[config.mk]
export PLATFORM = sky130hd
export DESIGN_NAME = multicycle_controller_flat
export DESIGN_NICKNAME = d
export VERILOG_FILES = /design/src/rtl/multicycle_controller_if.sv /design/src/rtl/multicycle_controller.sv /design/src/flat_wrapper.sv
export SDC_FILE = /design/constraint.sdc
export NUM_CORES = 1
export LEC_CHECK = 0
export CORE_MARGIN = 2
export CORE_UTILIZATION = 46
export DETAILED_ROUTE_END_ITERATION = 6
export PLACE_DENSITY = 0.89
export SKIP_LAST_GASP = 1
export SLEW_MARGIN = 15
export SYNTH_ARGS = -nofsm -noshare
export SYNTH_HDL_FRONTEND = slang
export SYNTH_SLANG_ARGS = --single-unit
[constraint.sdc]
create_clock -name clk -period 2.5 [get_ports clk]
set_input_delay 0.5 -clock clk [delete_from_list [all_inputs] [get_ports clk]]
set_output_delay 0.5 -clock clk [all_outputs]
set_load 0.01 [all_outputs]
[src/rtl/multicycle_controller_if.sv]
// Bundle between the multicycle controller and its datapath: decoded instruction
// fields and status flags in, datapath/memory strobes out.
interface multicycle_controller_if #(
  parameter int ALUCTRL_W = 3
);
  logic [5:0]           op;
  logic [5:0]           funct;
  logic                 zero;
  logic                 mem_ready;
  logic                 iord;
  logic                 memread;
  logic                 memwrite;
  logic                 irwrite;
  logic                 pcen;
  logic                 alusrca;
  logic [1:0]           alusrcb;
  logic [1:0]           pcsrc;
  logic                 regdst;
  logic                 memtoreg;
  logic                 regwrite;
  logic                 signext;
  logic                 shiftl16;
  logic                 link;
  logic [ALUCTRL_W-1:0] alucontrol;
  logic [3:0]           state;
  logic                 instr_done;
  logic                 illegal;

  modport master (
    input  op, funct, zero, mem_ready,
    output iord, memread, memwrite, irwrite, pcen, alusrca, alusrcb, pcsrc,
           regdst, memtoreg, regwrite, signext, shiftl16, link, alucontrol,
           state, instr_done, illegal
  );

  modport slave (
    output op, funct, zero, mem_ready,
    input  iord, memread, memwrite, irwrite, pcen, alusrca, alusrcb, pcsrc,
           regdst, memtoreg, regwrite, signext, shiftl16, link, alucontrol,
           state, instr_done, illegal
  );
endinterface

[src/rtl/multicycle_controller.sv]
// Main FSM of the multicycle MIPS core: steps each instruction from FETCH through
// writeback, with memory wait states, bne/jal/jr and illegal-opcode trapping.
module multicycle_controller #(
  parameter int ALUCTRL_W    = 3,
  parameter bit TRAP_ILLEGAL = 1'b1
) (
  input  logic                    clk,
  input  logic                    reset_n,
  multicycle_controller_if.master bus
);

  typedef enum logic [3:0] {
    FETCH   = 4'd0,
    DECODE  = 4'd1,
    MEMADR  = 4'd2,
    MEMRD   = 4'd3,
    MEMWB   = 4'd4,
    MEMWR   = 4'd5,
    RTYPEEX = 4'd6,
    RTYPEWB = 4'd7,
    BRANCH  = 4'd8,
    ITYPEEX = 4'd9,
    ITYPEWB = 4'd10,
    JUMP    = 4'd11,
    JAL     = 4'd12,
    JR      = 4'd13,
    TRAP    = 4'd14
  } state_t;

  localparam logic [5:0] OP_R    = 6'b000000;
  localparam logic [5:0] OP_LW   = 6'b100011;
  localparam logic [5:0] OP_SW   = 6'b101011;
  localparam logic [5:0] OP_BEQ  = 6'b000100;
  localparam logic [5:0] OP_BNE  = 6'b000101;
  localparam logic [5:0] OP_ADDI = 6'b001000;
  localparam logic [5:0] OP_ORI  = 6'b001101;
  localparam logic [5:0] OP_LUI  = 6'b001111;
  localparam logic [5:0] OP_J    = 6'b000010;
  localparam logic [5:0] OP_JAL  = 6'b000011;

  localparam logic [5:0] FN_ADD  = 6'b100000;
  localparam logic [5:0] FN_SUB  = 6'b100010;
  localparam logic [5:0] FN_AND  = 6'b100100;
  localparam logic [5:0] FN_OR   = 6'b100101;
  localparam logic [5:0] FN_SLT  = 6'b101010;
  localparam logic [5:0] FN_JR   = 6'b001000;

  localparam logic [ALUCTRL_W-1:0] ALU_ADD = ALUCTRL_W'(3'b010);
  localparam logic [ALUCTRL_W-1:0] ALU_SUB = ALUCTRL_W'(3'b110);
  localparam logic [ALUCTRL_W-1:0] ALU_AND = ALUCTRL_W'(3'b000);
  localparam logic [ALUCTRL_W-1:0] ALU_OR  = ALUCTRL_W'(3'b001);
  localparam logic [ALUCTRL_W-1:0] ALU_SLT = ALUCTRL_W'(3'b111);

  state_t state, next;

  logic                 funct_alu_ok;
  logic [ALUCTRL_W-1:0] funct_alu;
  logic                 bad_instr;

  logic iord_s, memread_s, memwrite_s, irwrite_s, pcen_s, alusrca_s;
  logic regdst_s, memtoreg_s, regwrite_s, signext_s, shiftl16_s, link_s;
  logic instr_done_s, illegal_s;
  logic [1:0] alusrcb_s, pcsrc_s;
  logic [ALUCTRL_W-1:0] alucontrol_s;

  always_ff @(posedge clk or negedge reset_n) begin
    if (!reset_n) state <= FETCH;
    else          state <= next;
  end

  always_comb begin
    funct_alu_ok = 1'b1;
    funct_alu    = ALU_ADD;
    case (bus.funct)
      FN_ADD:  funct_alu = ALU_ADD;
      FN_SUB:  funct_alu = ALU_SUB;
      FN_AND:  funct_alu = ALU_AND;
      FN_OR:   funct_alu = ALU_OR;
      FN_SLT:  funct_alu = ALU_SLT;
      default: funct_alu_ok = 1'b0;
    endcase
  end

  always_comb begin
    next         = state;
    bad_instr    = 1'b0;
    iord_s       = 1'b0;
    memread_s    = 1'b0;
    memwrite_s   = 1'b0;
    irwrite_s    = 1'b0;
    pcen_s       = 1'b0;
    alusrca_s    = 1'b0;
    alusrcb_s    = 2'b00;
    pcsrc_s      = 2'b00;
    regdst_s     = 1'b0;
    memtoreg_s   = 1'b0;
    regwrite_s   = 1'b0;
    signext_s    = 1'b0;
    shiftl16_s   = 1'b0;
    link_s       = 1'b0;
    alucontrol_s = ALU_ADD;
    instr_done_s = 1'b0;
    illegal_s    = 1'b0;
    case (state)
      FETCH: begin
        memread_s = 1'b1;
        alusrcb_s = 2'b01;
        if (bus.mem_ready) begin
          irwrite_s = 1'b1;
          pcen_s    = 1'b1;
          next      = DECODE;
        end
      end
      DECODE: begin
        // ALU precomputes the branch target into ALUOut while op is decoded
        alusrcb_s = 2'b11;
        signext_s = 1'b1;
        case (bus.op)
          OP_R: begin
            if (funct_alu_ok)           next = RTYPEEX;
            else if (bus.funct == FN_JR) next = JR;
            else                         bad_instr = 1'b1;
          end
          OP_LW, OP_SW:           next = MEMADR;
          OP_BEQ, OP_BNE:         next = BRANCH;
          OP_ADDI, OP_ORI, OP_LUI: next = ITYPEEX;
          OP_J:                   next = JUMP;
          OP_JAL:                 next = JAL;
          default:                bad_instr = 1'b1;
        endcase
        if (bad_instr) begin
          illegal_s = !TRAP_ILLEGAL;
          next      = TRAP_ILLEGAL ? TRAP : FETCH;
        end
      end
      MEMADR: begin
        alusrca_s = 1'b1;
        alusrcb_s = 2'b10;
        signext_s = 1'b1;
        next      = (bus.op == OP_LW) ? MEMRD : MEMWR;
      end
      MEMRD: begin
        iord_s    = 1'b1;
        memread_s = 1'b1;
        if (bus.mem_ready) next = MEMWB;
      end
      MEMWB: begin
        regwrite_s   = 1'b1;
        memtoreg_s   = 1'b1;
        instr_done_s = 1'b1;
        next         = FETCH;
      end
      MEMWR: begin
        iord_s     = 1'b1;
        memwrite_s = 1'b1;
        if (bus.mem_ready) begin
          instr_done_s = 1'b1;
          next         = FETCH;
        end
      end
      RTYPEEX: begin
        alusrca_s    = 1'b1;
        alucontrol_s = funct_alu;
        next         = RTYPEWB;
      end
      RTYPEWB: begin
        regdst_s     = 1'b1;
        regwrite_s   = 1'b1;
        instr_done_s = 1'b1;
        next         = FETCH;
      end
      BRANCH: begin
        alusrca_s    = 1'b1;
        alucontrol_s = ALU_SUB;
        pcsrc_s      = 2'b01;
        pcen_s       = bus.zero ^ (bus.op == OP_BNE);
        instr_done_s = 1'b1;
        next         = FETCH;
      end
      ITYPEEX: begin
        alusrca_s = 1'b1;
        alusrcb_s = 2'b10;
        case (bus.op)
          OP_ORI:  alucontrol_s = ALU_OR;
          OP_LUI: begin
            shiftl16_s   = 1'b1;
            alucontrol_s = ALU_OR;
          end
          default: signext_s = 1'b1;
        endcase
        next = ITYPEWB;
      end
      ITYPEWB: begin
        regwrite_s   = 1'b1;
        instr_done_s = 1'b1;
        next         = FETCH;
      end
      JUMP: begin
        pcsrc_s      = 2'b10;
        pcen_s       = 1'b1;
        instr_done_s = 1'b1;
        next         = FETCH;
      end
      JAL: begin
        pcsrc_s      = 2'b10;
        pcen_s       = 1'b1;
        link_s       = 1'b1;
        regwrite_s   = 1'b1;
        instr_done_s = 1'b1;
        next         = FETCH;
      end
      JR: begin
        pcsrc_s      = 2'b11;
        pcen_s       = 1'b1;
        instr_done_s = 1'b1;
        next         = FETCH;
      end
      TRAP: begin
        illegal_s = 1'b1;
        next      = TRAP;
      end
      default: next = FETCH;
    endcase
  end

  // State-changing strobes are gated by reset so nothing fires while reset_n is held low
  assign bus.memread    = memread_s    & reset_n;
  assign bus.memwrite   = memwrite_s   & reset_n;
  assign bus.irwrite    = irwrite_s    & reset_n;
  assign bus.pcen       = pcen_s       & reset_n;
  assign bus.regwrite   = regwrite_s   & reset_n;
  assign bus.instr_done = instr_done_s & reset_n;
  assign bus.illegal    = illegal_s    & reset_n;

  assign bus.iord       = iord_s;
  assign bus.alusrca    = alusrca_s;
  assign bus.alusrcb    = alusrcb_s;
  assign bus.pcsrc      = pcsrc_s;
  assign bus.regdst     = regdst_s;
  assign bus.memtoreg   = memtoreg_s;
  assign bus.signext    = signext_s;
  assign bus.shiftl16   = shiftl16_s;
  assign bus.link       = link_s;
  assign bus.alucontrol = alucontrol_s;
  assign bus.state      = state;

endmodule

[src/flat_wrapper.sv]
// flat-port wrapper written by rule: the top's interface ports become plain ports
module multicycle_controller_flat 
#(
  parameter int ALUCTRL_W    = 3,
  parameter bit TRAP_ILLEGAL = 1'b1
)
  (clk, reset_n, bus_op, bus_funct, bus_zero, bus_mem_ready, bus_iord, bus_memread, bus_memwrite, bus_irwrite, bus_pcen, bus_alusrca, bus_alusrcb, bus_pcsrc, bus_regdst, bus_memtoreg, bus_regwrite, bus_signext, bus_shiftl16, bus_link, bus_alucontrol, bus_state, bus_instr_done, bus_illegal);
  multicycle_controller_if #(.ALUCTRL_W(ALUCTRL_W)) bus_i ();
  input  logic clk;
  input  logic reset_n;
  input wire logic [$bits(bus_i.op)-1:0] bus_op;
  input wire logic [$bits(bus_i.funct)-1:0] bus_funct;
  input wire logic [$bits(bus_i.zero)-1:0] bus_zero;
  input wire logic [$bits(bus_i.mem_ready)-1:0] bus_mem_ready;
  output wire logic [$bits(bus_i.iord)-1:0] bus_iord;
  output wire logic [$bits(bus_i.memread)-1:0] bus_memread;
  output wire logic [$bits(bus_i.memwrite)-1:0] bus_memwrite;
  output wire logic [$bits(bus_i.irwrite)-1:0] bus_irwrite;
  output wire logic [$bits(bus_i.pcen)-1:0] bus_pcen;
  output wire logic [$bits(bus_i.alusrca)-1:0] bus_alusrca;
  output wire logic [$bits(bus_i.alusrcb)-1:0] bus_alusrcb;
  output wire logic [$bits(bus_i.pcsrc)-1:0] bus_pcsrc;
  output wire logic [$bits(bus_i.regdst)-1:0] bus_regdst;
  output wire logic [$bits(bus_i.memtoreg)-1:0] bus_memtoreg;
  output wire logic [$bits(bus_i.regwrite)-1:0] bus_regwrite;
  output wire logic [$bits(bus_i.signext)-1:0] bus_signext;
  output wire logic [$bits(bus_i.shiftl16)-1:0] bus_shiftl16;
  output wire logic [$bits(bus_i.link)-1:0] bus_link;
  output wire logic [$bits(bus_i.alucontrol)-1:0] bus_alucontrol;
  output wire logic [$bits(bus_i.state)-1:0] bus_state;
  output wire logic [$bits(bus_i.instr_done)-1:0] bus_instr_done;
  output wire logic [$bits(bus_i.illegal)-1:0] bus_illegal;
  assign bus_i.op = bus_op;
  assign bus_i.funct = bus_funct;
  assign bus_i.zero = bus_zero;
  assign bus_i.mem_ready = bus_mem_ready;
  assign bus_iord = bus_i.iord;
  assign bus_memread = bus_i.memread;
  assign bus_memwrite = bus_i.memwrite;
  assign bus_irwrite = bus_i.irwrite;
  assign bus_pcen = bus_i.pcen;
  assign bus_alusrca = bus_i.alusrca;
  assign bus_alusrcb = bus_i.alusrcb;
  assign bus_pcsrc = bus_i.pcsrc;
  assign bus_regdst = bus_i.regdst;
  assign bus_memtoreg = bus_i.memtoreg;
  assign bus_regwrite = bus_i.regwrite;
  assign bus_signext = bus_i.signext;
  assign bus_shiftl16 = bus_i.shiftl16;
  assign bus_link = bus_i.link;
  assign bus_alucontrol = bus_i.alucontrol;
  assign bus_state = bus_i.state;
  assign bus_instr_done = bus_i.instr_done;
  assign bus_illegal = bus_i.illegal;
  multicycle_controller #(.ALUCTRL_W(ALUCTRL_W), .TRAP_ILLEGAL(TRAP_ILLEGAL)) u_core (.clk(clk), .reset_n(reset_n), .bus(bus_i));
endmodule
==> metrics.yaml, run 1 <==
grt:
  grt_pass1_vias: 1264
  track_usage_pct: 26.6
  grt_max_degree: 20
  grt_pass1_wl_mm: 5.35
  antenna_found_initial: 0
  grt_overflow: 0
die:
  die_w_um: 50.1
  num_io_pins: 41
  start_util_pct: 49.4
  die-area_mm2: 0.00251
  fp.dieH_um: 50.1
  coreArea_mm2: 0.00198
  placementRows: 16
clocking:
  cts_tree: "built"
  clk_pin_slew_ns: 0.04
  clk_path_buf_depth: 2
  clock_sinks: 4
  clk_latency_ns: 0.23
  cts-root-buf: "clkbuf_4"
  htree_levels: 1
  cts_buffers: 3
yosys:
  synth_edf_count: 0
  syn-cell-area_um2: 978
  synthArstFlopShare_pct: 100
  avgSynthCellArea_um2: 6.94
  synth.net_count: 157
  yosys.area.top_type_share_pct: 10.2
  synth_flop_cell: "dfrtp_1"
  synth_cells: 141
  yosysTopAreaCell: "dfrtp_1"
  ys_ff_latch: 4
  yosysWarnings: 0
  netlist_top_cells_area: "dfrtp_1 (10%), nor3_1 (6.6%), a21oi_1 (5.6%), nand2_1 (5.4%), nor2_1 (5.4%)"
  yosysSeqAreaShare_pct: 10.2
  ys_types: 53
worst_setup_path:
  crit_arrival_ns: 2.06
  cpPeakStageDelay_ns: 0.46
  end_kind: "output port"
  critical_path_buf_inv_count: 2
  start_kind: "primary input"
  worst_r2r_startpoint: "u_core.bus.state[2]"
  crit_chain: "clkdlybuf4s50_1 > nor3_2 > nand4_1 > xnor2_2 > a31oi_1 > nor2_1 > dlygate4sd2_1"
  crit_fanout: 3
  critPathKind: "primary input to output port"
  critPathTopFamily: "buffers and inverters"
  rrSetupSlack_ns: 1.14
  r2r_end: "u_core.bus.state[0]"
  crit_path_start: "bus_op[5]"
  cp_data_required_time_ns: 2.00
  slowest_stage: "clkdlybuf4s50_1"
  reg2reg_depth: 5
worst_hold_path:
  hp-class: "primary input to asynchronous set/reset pin"
outcome:
  status: "finished, violations left"
  violations: "setup timing"
cells_and_area:
  nFillCells: 148
  drive_above_1_share_pct: 21.2
  reg.largest.list: "u_core.bus.state (4)"
  regArea_um2: 100
  syn_to_final_growth_pct: 55.9
  top_register: "u_core.bus.state"
  n_antenna_cell: 0
  fin_area_mm2: 0.00153
  utilization_pct: 77.0
  num-nets-final: 211
  multi_input_area_um2: 772
  largest_reg_flops: 4
sta:
  rsz0062_at_grt: "true"
  fin_crit_ns: 2.56
  max_freq_ghz: 0.391
  holdWs_ns: 0.567
  layout_setup_ws_ns: -0.0586
  finalSetupViolCount: 1
  slew_viol_final: 0
  period_share_pct: 102
  tightest_slew_ns: 0.472
  hold_viol: 0
  finalSetupTns_ns: -0.0586
  fin_skew_ns: 0.00555
  slew_headroom_pct: 68.5
routing:
  avgViaCountPerCell: 6.12
  num_vias: 1347
  first_pass_iters: 5
  drt-total-wl_mm: 3.28
  drc: 0
  wl_per_cell_um: 14.9
  ant_nets: 0
  drtIter0Drc: 55
placed_design:
  gp_congestion: 0.873
  port_buffers: 40
  hpwl_mm: 2.52
  placed_area_mm2: 0.00148
power:
  p_total_mw: 1.17
  p_per_area_mw_per_mm2: 768
  p_leak_nw: 0.639
  peakVddDrop_v: 0.000498
run:
  maxCapViolCount: 0
[synthesized netlist by cell type (all sizes together) (3+ instances only)]
master	number
nand2b	4
dfrtp	4
inv	6
nor3	13
a21oi	11
nor4b	3
nor2	14
nand2	15
nor3b	3
clkbuf	6
o21ai	10
buf	8
[layout make-up]
| type | instances | area share, % |
|---|---|---|
| Tap cell | 27 | 2.21 |
| Timing Repair Buffer | 63 | 37.7 |
| Sequential cell | 4 | 6.56 |
| Clock buffer | 3 | 1.48 |
| Multi-Input combinational cell | 117 | 50.6 |
| Inverter | 6 | 1.48 |
[cells by family (layout without fill, tap and decap cells)]
family          Yosys count  after routing  share of synthesized area, %
simple gates             71             71                          40.2
compound gates           43             43                          33.2
flops                     4              4                          10.2
buf+inv                  20             72                          13.6
mux                       1              1                          1.02
xor+xnor                  2              2                          1.79
[layout by cell type, fill, tap and decap left out, types with 3 or more instances in the layout]
cell type,netlist,layout
nand2_1,14,14
clkbuf_4,0,3
nor3_1,13,11
inv_1,4,4
nand2b_1,4,4
clkdlybuf4s50_1,0,31
a21oi_1,11,11
buf_4,3,23
o21ai_0,8,8
nor2_1,14,12
dlymetal6s2s_1,0,3
dfrtp_1,4,4
dlygate4sd2_1,0,5
[power breakdown]
group	total (mW)	leakage, nW	internal [mW]	switching (mW)
Combinational	0.969	0.573	0.454	0.515
Sequential	0.123	0.0513	0.0948	0.0283
Clock	0.0788	0.0138	0.0536	0.0252
[stage by stage]
step,setup WS (ns),cells
floorplan,0.519,141
global placement,-0.253,217
detailed placement,-0.335,217
CTS,-0.0450,220
global route,-0.111,220
finish,-0.0586,220
[per-layer routing]
layer	GRT usage [%]	up-vias	part of all wire (%)
met5	0	-	0
met4	13.4	0	3.4
met3	4.55	13	8.7
met2	47.1	91	50
met1	30.0	613	37
li1	-	630	-
[worst max-delay path by stage]
stage,to,depth (start not counted)
global placement,bus_pcen,7
detailed placement,bus_pcen,7
finish,bus_pcen,7
global route,bus_pcen,7
floorplan,bus_alucontrol[0],4
CTS,bus_pcen,7
[worst register-to-register path, cell delays in order (launching register included)]
cell and delay (ns):
dfrtp_1 0.45, buf_4 0.21, nand2_1 0.11, o21a_1 0.19, o22a_1 0.19, o22ai_1 0.14
[timing repair]
action                                  CTS  global route
gates resized for setup                  10             6
endpoints found under the hold margin     0             0
hold buffers                              0             0
endpoints found under the setup margin    6             6
setup buffers                             0             0
pin swaps                                 3             3
cloned                                    0             0
No activity file was read; power rests on OpenSTA's default activity.
==> run 2, diff against run 1 <==
Settings changed: CTS_CLUSTER_SIZE set to 28, GPL_TIMING_DRIVEN set to 0.
==> metrics.yaml, run 2 (synthesis gave the netlist of run 1 again) <==
grt:
  top_usage_layer: "met2"
  grt_use_met2_pct: 46.7
  grt_pass1_wl_mm: 5.27
  grt_use_met1_pct: 33.1
  grt_overflow: 0
  track_usage_pct: 26.1
  grt_max_degree: 11
  grt_pass1_vias: 1172
  antenna_found_initial: 0
  met3_usage_pct: 3.94
die:
  coreArea_mm2: 0.00198
  die-area_mm2: 0.00251
  num_io_pins: 41
  start_util_pct: 49.4
  fp.dieH_um: 50.1
  die_w_um: 50.1
  placementRows: 16
cells_and_area:
  drive_above_1_share_pct: 20.3
  n_antenna_cell: 0
  utilization_pct: 74.2
  layoutNonFillerInstCount: 209
  num-nets-final: 200
  mostFrequentLayoutCells: "clkdlybuf4s50_1 (25), nand2_1 (13), nor2_1 (13), nor3_1 (11), a21oi_1 (11)"
  reg.largest.list: "u_core.bus.state (4)"
  syn_to_final_growth_pct: 50.3
  top_register: "u_core.bus.state"
  nFillCells: 166
  largest_reg_flops: 4
  regArea_um2: 101
  final_common_cell: "clkdlybuf4s50_1"
  multi_input_area_um2: 790
sta:
  finalSetupViolCount: 2
  max_freq_ghz: 0.390
  period_share_pct: 103
  fin_skew_ns: 0.00889
  tightest_slew_ns: 0.557
  rsz0062_at_grt: "true"
  hold_viol: 0
  slew_headroom_pct: 62.8
  fin_crit_ns: 2.57
  layout_setup_ws_ns: -0.0655
  slew_viol_final: 0
  holdWs_ns: 0.225
worst_setup_path:
  crit_chain: "clkdlybuf4s50_1 > clkbuf_4 > nand4_1 > xnor2_2 > a31oi_1 > nor2_1 > dlygate4sd2_1"
  cpPeakStageDelay_ns: 0.51
  crit_path_start: "bus_op[0]"
  crit_arrival_ns: 2.07
  rrSetupSlack_ns: 1.12
  worst_r2r_startpoint: "u_core.bus.state[1]"
  r2r_end: "u_core.bus.state[3]"
  critical_path_buf_inv_count: 3
  crit_fanout: 10
  reg2reg_depth: 4
  end_kind: "output port"
  critPathKind: "primary input to output port"
  start_kind: "primary input"
  crit_cells: 7
  cp_data_required_time_ns: 2.00
  slowest_stage: "clkdlybuf4s50_1"
  critPathTopFamily: "buffers and inverters"
power:
  p_leak_nw: 0.590
  peakVddDrop_v: 0.000567
  p_per_area_mw_per_mm2: 836
  p_sw_share_pct: 48.4
  intPower_uw: 634
  power_switching_uw: 596
  power_frac_comb_pct: 82.4
  p_total_mw: 1.23
  power_frac_seq_pct: 10.8
  power_frac_clock_pct: 6.8
outcome:
  violations: "setup timing"
  status: "finished, violations left"
clocking:
  cts_buffers: 3
  htree_levels: 1
  cts-root-buf: "clkbuf_4"
  clk_pin_slew_ns: 0.04
  clock_sinks: 4
  cts_hold_buf: 0
  cts_tree: "built"
  clk_latency_ns: 0.24
  clk_path_buf_depth: 2
routing:
  drc: 0
  wl_per_cell_um: 15.6
  first_pass_iters: 4
  num_vias: 1307
  drtIter0Drc: 52
  avgViaCountPerCell: 6.25
  drt-total-wl_mm: 3.26
  ant_nets: 0
placed_design:
  gp_congestion: 0.887
  hpwl_mm: 2.39
  dp_cells: 205
  port_buffers: 37
run:
  maxCapViolCount: 0
worst_hold_path:
  hp-class: "primary input to asynchronous set/reset pin"
-- run 2: changes by cell type in the layout (fill, tap and decap cells not counted), moves of 2 or more --
| cell | delta |
|---|---|
| buf_4 | -19 |
| buf_6 | +4 |
| clkbuf_2 | +3 |
| clkbuf_8 | +2 |
| clkdlybuf4s50_1 | -6 |
| dlygate4sd2_1 | +3 |
-- run 2: power groups by stage --
stage	Sequential (mW)	Combinational, mW	Clock, mW
after floorplan	0.133	0.554	0
after global placement	0.122	0.952	0
after detailed placement	0.122	0.968	0
after CTS	0.131	0.950	0.0872
after global routing	0.134	1.08	0.0948
final	0.132	1.01	0.0839
-- run 2: metal layers --
layer  vias up  part of all wire [%]
li1        616                     -
met1       615                    43
met2        69                    49
met3         7                   6.1
met4         0                   1.9
met5         -                     0
-- run 2: worst max path at each step --
stage | endpoint | slack [ns]
3_5_place_dp | bus_pcen | -0.55
5_1_grt | bus_instr_done | -0.14
2_1_floorplan | bus_alucontrol[0] | 0.52
6_report | bus_pcen | -0.07
3_3_place_gp | bus_pcen | -0.48
4_1_cts | bus_pcen | -0.15
-- run 2: through the flow --
| step | area (µm²) | setup slack, ns | setup TNS, ns |
|---|---|---|---|
| floorplan | 978 | 0.519 | 0 |
| global placement | 1380 | -0.477 | -2.20 |
| detailed placement | 1380 | -0.549 | -2.41 |
| CTS | 1420 | -0.147 | -0.147 |
| global route | 1470 | -0.143 | -0.379 |
| finish | 1470 | -0.0655 | -0.119 |
-- run 2: layout make-up --
type / instances / area share [%]
Multi-Input combinational cell: 117 / 53.7
Inverter: 6 / 1.53
Timing Repair Buffer: 39 / 26.2
Sequential cell: 4 / 6.89
Tap cell: 27 / 2.30
Buffer: 13 / 7.83
Clock buffer: 3 / 1.53
-- run 2: what timing repair did --
| item | 4_1_cts | 5_1_grt |
|---|---|---|
| setup endpoints to repair | 13 | 12 |
| pin swaps | 2 | 3 |
| buffers inserted | 0 | 2 |
| resized for setup | 15 | 13 |
==> run 3, diff against run 2 <==
Settings changed: ABC_AREA set to 1, CORE_UTILIZATION 46 to 44, PLACE_DENSITY 0.89 to 0.9.
==> metrics.yaml, run 3 <==
outcome:
  status: "finished, violations left"
  violations: "setup timing"
power:
  peakVddDrop_v: 0.000351
  p_total_mw: 1.02
  power_frac_comb_pct: 77.9
  power_switching_uw: 507
  power_frac_clock_pct: 7.9
  power_frac_seq_pct: 14.2
  p_leak_nw: 0.694
  p_per_area_mw_per_mm2: 761
  p_sw_share_pct: 49.8
  intPower_uw: 511
sta:
  layout_setup_ws_ns: -0.0124
  finalSetupViolCount: 1
  fin_crit_ns: 2.51
  hold_viol: 0
  slew_headroom_pct: 77.3
  finalSetupTns_ns: -0.0124
  period_share_pct: 100
  max_freq_ghz: 0.398
  tightest_slew_ns: 0.340
  rsz0062_at_grt: "true"
  slew_viol_final: 0
  fin_skew_ns: 0.00357
yosys:
  yosysMostFrequentCell: "nor2_1"
  avgSynthCellArea_um2: 5.12
  synth_edf_count: 0
  netlist_top_cells_area: "nor2_1 (17%), nand2_1 (15%), inv_1 (12%), dfrtp_1 (12%), nand3_1 (8.8%)"
  synth_flop_cell: "dfrtp_1"
  yosysSeqAreaShare_pct: 11.8
  ys_ff_latch: 4
  yosysTopAreaCell: "nor2_1"
  synthArstFlopShare_pct: 100
  syn-cell-area_um2: 850
  synth_common_cells: "nor2_1 (39), nand2_1 (33), inv_1 (28)"
  yosysWarnings: 0
  synth_cells: 166
  yosys.area.top_type_share_pct: 17.2
  ys_types: 23
  synth.net_count: 182
cells_and_area:
  nFillCells: 165
  layoutNonFillerInstCount: 235
  regArea_um2: 103
  largest_reg_flops: 4
  n_antenna_cell: 0
  multi_input_area_um2: 654
  reg.largest.list: "u_core.bus.state (4)"
  num-nets-final: 228
  top_register: "u_core.bus.state"
  mostFrequentLayoutCells: "nor2_1 (35), nand2_1 (33), clkdlybuf4s50_1 (30), inv_1 (28), nand3_1 (14)"
  syn_to_final_growth_pct: 57.4
  final_common_cell: "nor2_1"
  drive_above_1_share_pct: 15.7
placed_design:
  gp_congestion: 0.969
  port_buffers: 40
  hpwl_mm: 2.26
  dp_cells: 231
clocking:
  clk_path_buf_depth: 2
  clock_sinks: 4
  cts_buffers: 3
  htree_levels: 1
  cts_hold_buf: 0
  clk_latency_ns: 0.24
  cts_tree: "built"
  cts-root-buf: "clkbuf_4"
  clk_pin_slew_ns: 0.04
grt:
  grt_pass1_vias: 1096
  grt_overflow: 0
  grt_pass1_wl_mm: 4.38
  antenna_found_initial: 0
  track_usage_pct: 26.1
  grt_max_degree: 8
die:
  start_util_pct: 48.2
  num_io_pins: 41
  die_w_um: 47.9
  fp.dieH_um: 47.9
  coreArea_mm2: 0.00176
  placementRows: 15
  die-area_mm2: 0.00230
worst_setup_path:
  start_kind: "primary input"
  crit_fanout: 7
  crit_top_cell: "nor2_4"
  cp_data_required_time_ns: 2.00
  critPathKind: "primary input to output port"
  cpPeakStageDelay_ns: 0.46
  crit_chain: "clkdlybuf4s50_1 > nor2_4 > nand3_2 > nor2_4 > a21oi_1 > o21ai_0 > a31oi_1 > dlygate4sd2_1"
  end_kind: "output port"
  slowest_stage: "clkdlybuf4s50_1"
  crit_arrival_ns: 2.01
routing:
  avgViaCountPerCell: 5.07
  ant_nets: 0
  num_vias: 1191
  first_pass_iters: 4
  wl_per_cell_um: 11.4
  drtIter0Drc: 35
  drt-total-wl_mm: 2.67
  drc: 0
run:
  maxCapViolCount: 0
worst_hold_path:
  hp-class: "primary input to asynchronous set/reset pin"
-- run 3: cell types whose count changed after synthesis, sizes merged, moves of 3 or more --
cell and change:
nor2 +36, inv +26, nand2 +23, nand3 +14, nor3 -11, buf -8
a21oi -6, clkbuf -6, nand2b -4, nor3b -3, nor4b -3
-- run 3: logic make-up (layout without fill, tap and decap cells) --
| logic type | after synthesis | count (layout) | share of synthesized area (%) |
|---|---|---|---|
| simple gates | 111 | 111 | 61.4 |
| buf+inv | 32 | 76 | 14.1 |
| compound gates | 19 | 19 | 12.7 |
| flops | 4 | 4 | 11.8 |
-- run 3: repair_timing --
| action | 4_1_cts | 5_1_grt |
|---|---|---|
| pin swaps | 0 | 1 |
| gates resized for setup | 13 | 7 |
| setup endpoints to repair | 9 | 7 |
| buffers inserted | 0 | 1 |
-- run 3: final cells by class --
class / instances / share of cell area, %
sequential: 4 / 7.67
clock buffer: 3 / 1.68
inverter: 32 / 8.98
tap: 25 / 2.34
timing repair buffer: 41 / 30.4
multi-input combinational: 130 / 48.9
-- run 3: final timing paths --
check / from / endpoint / slack, ns / depth (start not counted)
setup / recovery: bus_op[5] / bus_pcen / -0.01 / 8
hold / removal: reset_n / u_core.bus.state[1] / 0.21 / 1
setup reg to reg: u_core.bus.state[2] / u_core.bus.state[2] / 1.09 / 8
hold reg to reg: u_core.bus.state[0] / u_core.bus.state[0] / 0.60 / 2
max in group asynchronous: reset_n / u_core.bus.state[0] / 2.09 / 1
min in group clk: u_core.bus.state[0] / u_core.bus.state[0] / 0.60 / 2
-- run 3: power groups by stage --
| stage | Sequential [mW] | Combinational, mW | Clock, mW |
|---|---|---|---|
| floorplan | 0.141 | 0.427 | 0 |
| global placement | 0.138 | 0.783 | 0 |
| global route | 0.151 | 0.879 | 0.0896 |
| detailed placement | 0.140 | 0.795 | 0 |
| finish | 0.144 | 0.794 | 0.0804 |
| CTS | 0.141 | 0.788 | 0.0832 |
-- run 3: per-layer routing --
metal	share of wire, %	wire [µm]	GRT usage (%)	vias to the layer above
li1	-	-	-	611
met1	41	1090	29.9	522
met2	53	1420	50.1	54
met3	5.0	134	4.15	4
met4	1.2	32	5.41	0
met5	0	0	0	-
-- run 3: per-stage QoR --
step,hold slack [ns],utilization (%),setup WS (ns),instance area [µm²]
6_report,0.210,75.8,-0.0124,1340
2_1_floorplan,0.204,-,0.671,850
5_1_grt,0.219,75.8,-0.0943,1340
4_1_cts,0.207,74.3,-0.0426,1310
3_3_place_gp,0.634,72.6,-0.284,1280
3_5_place_dp,0.650,72.6,-0.351,1280
-- run 3: worst max-delay path, delay by kind of cell --
kind            cells  cell delay (ns)
compound gates      3             0.24
simple gates        3             0.53
buf+inv             2             0.76
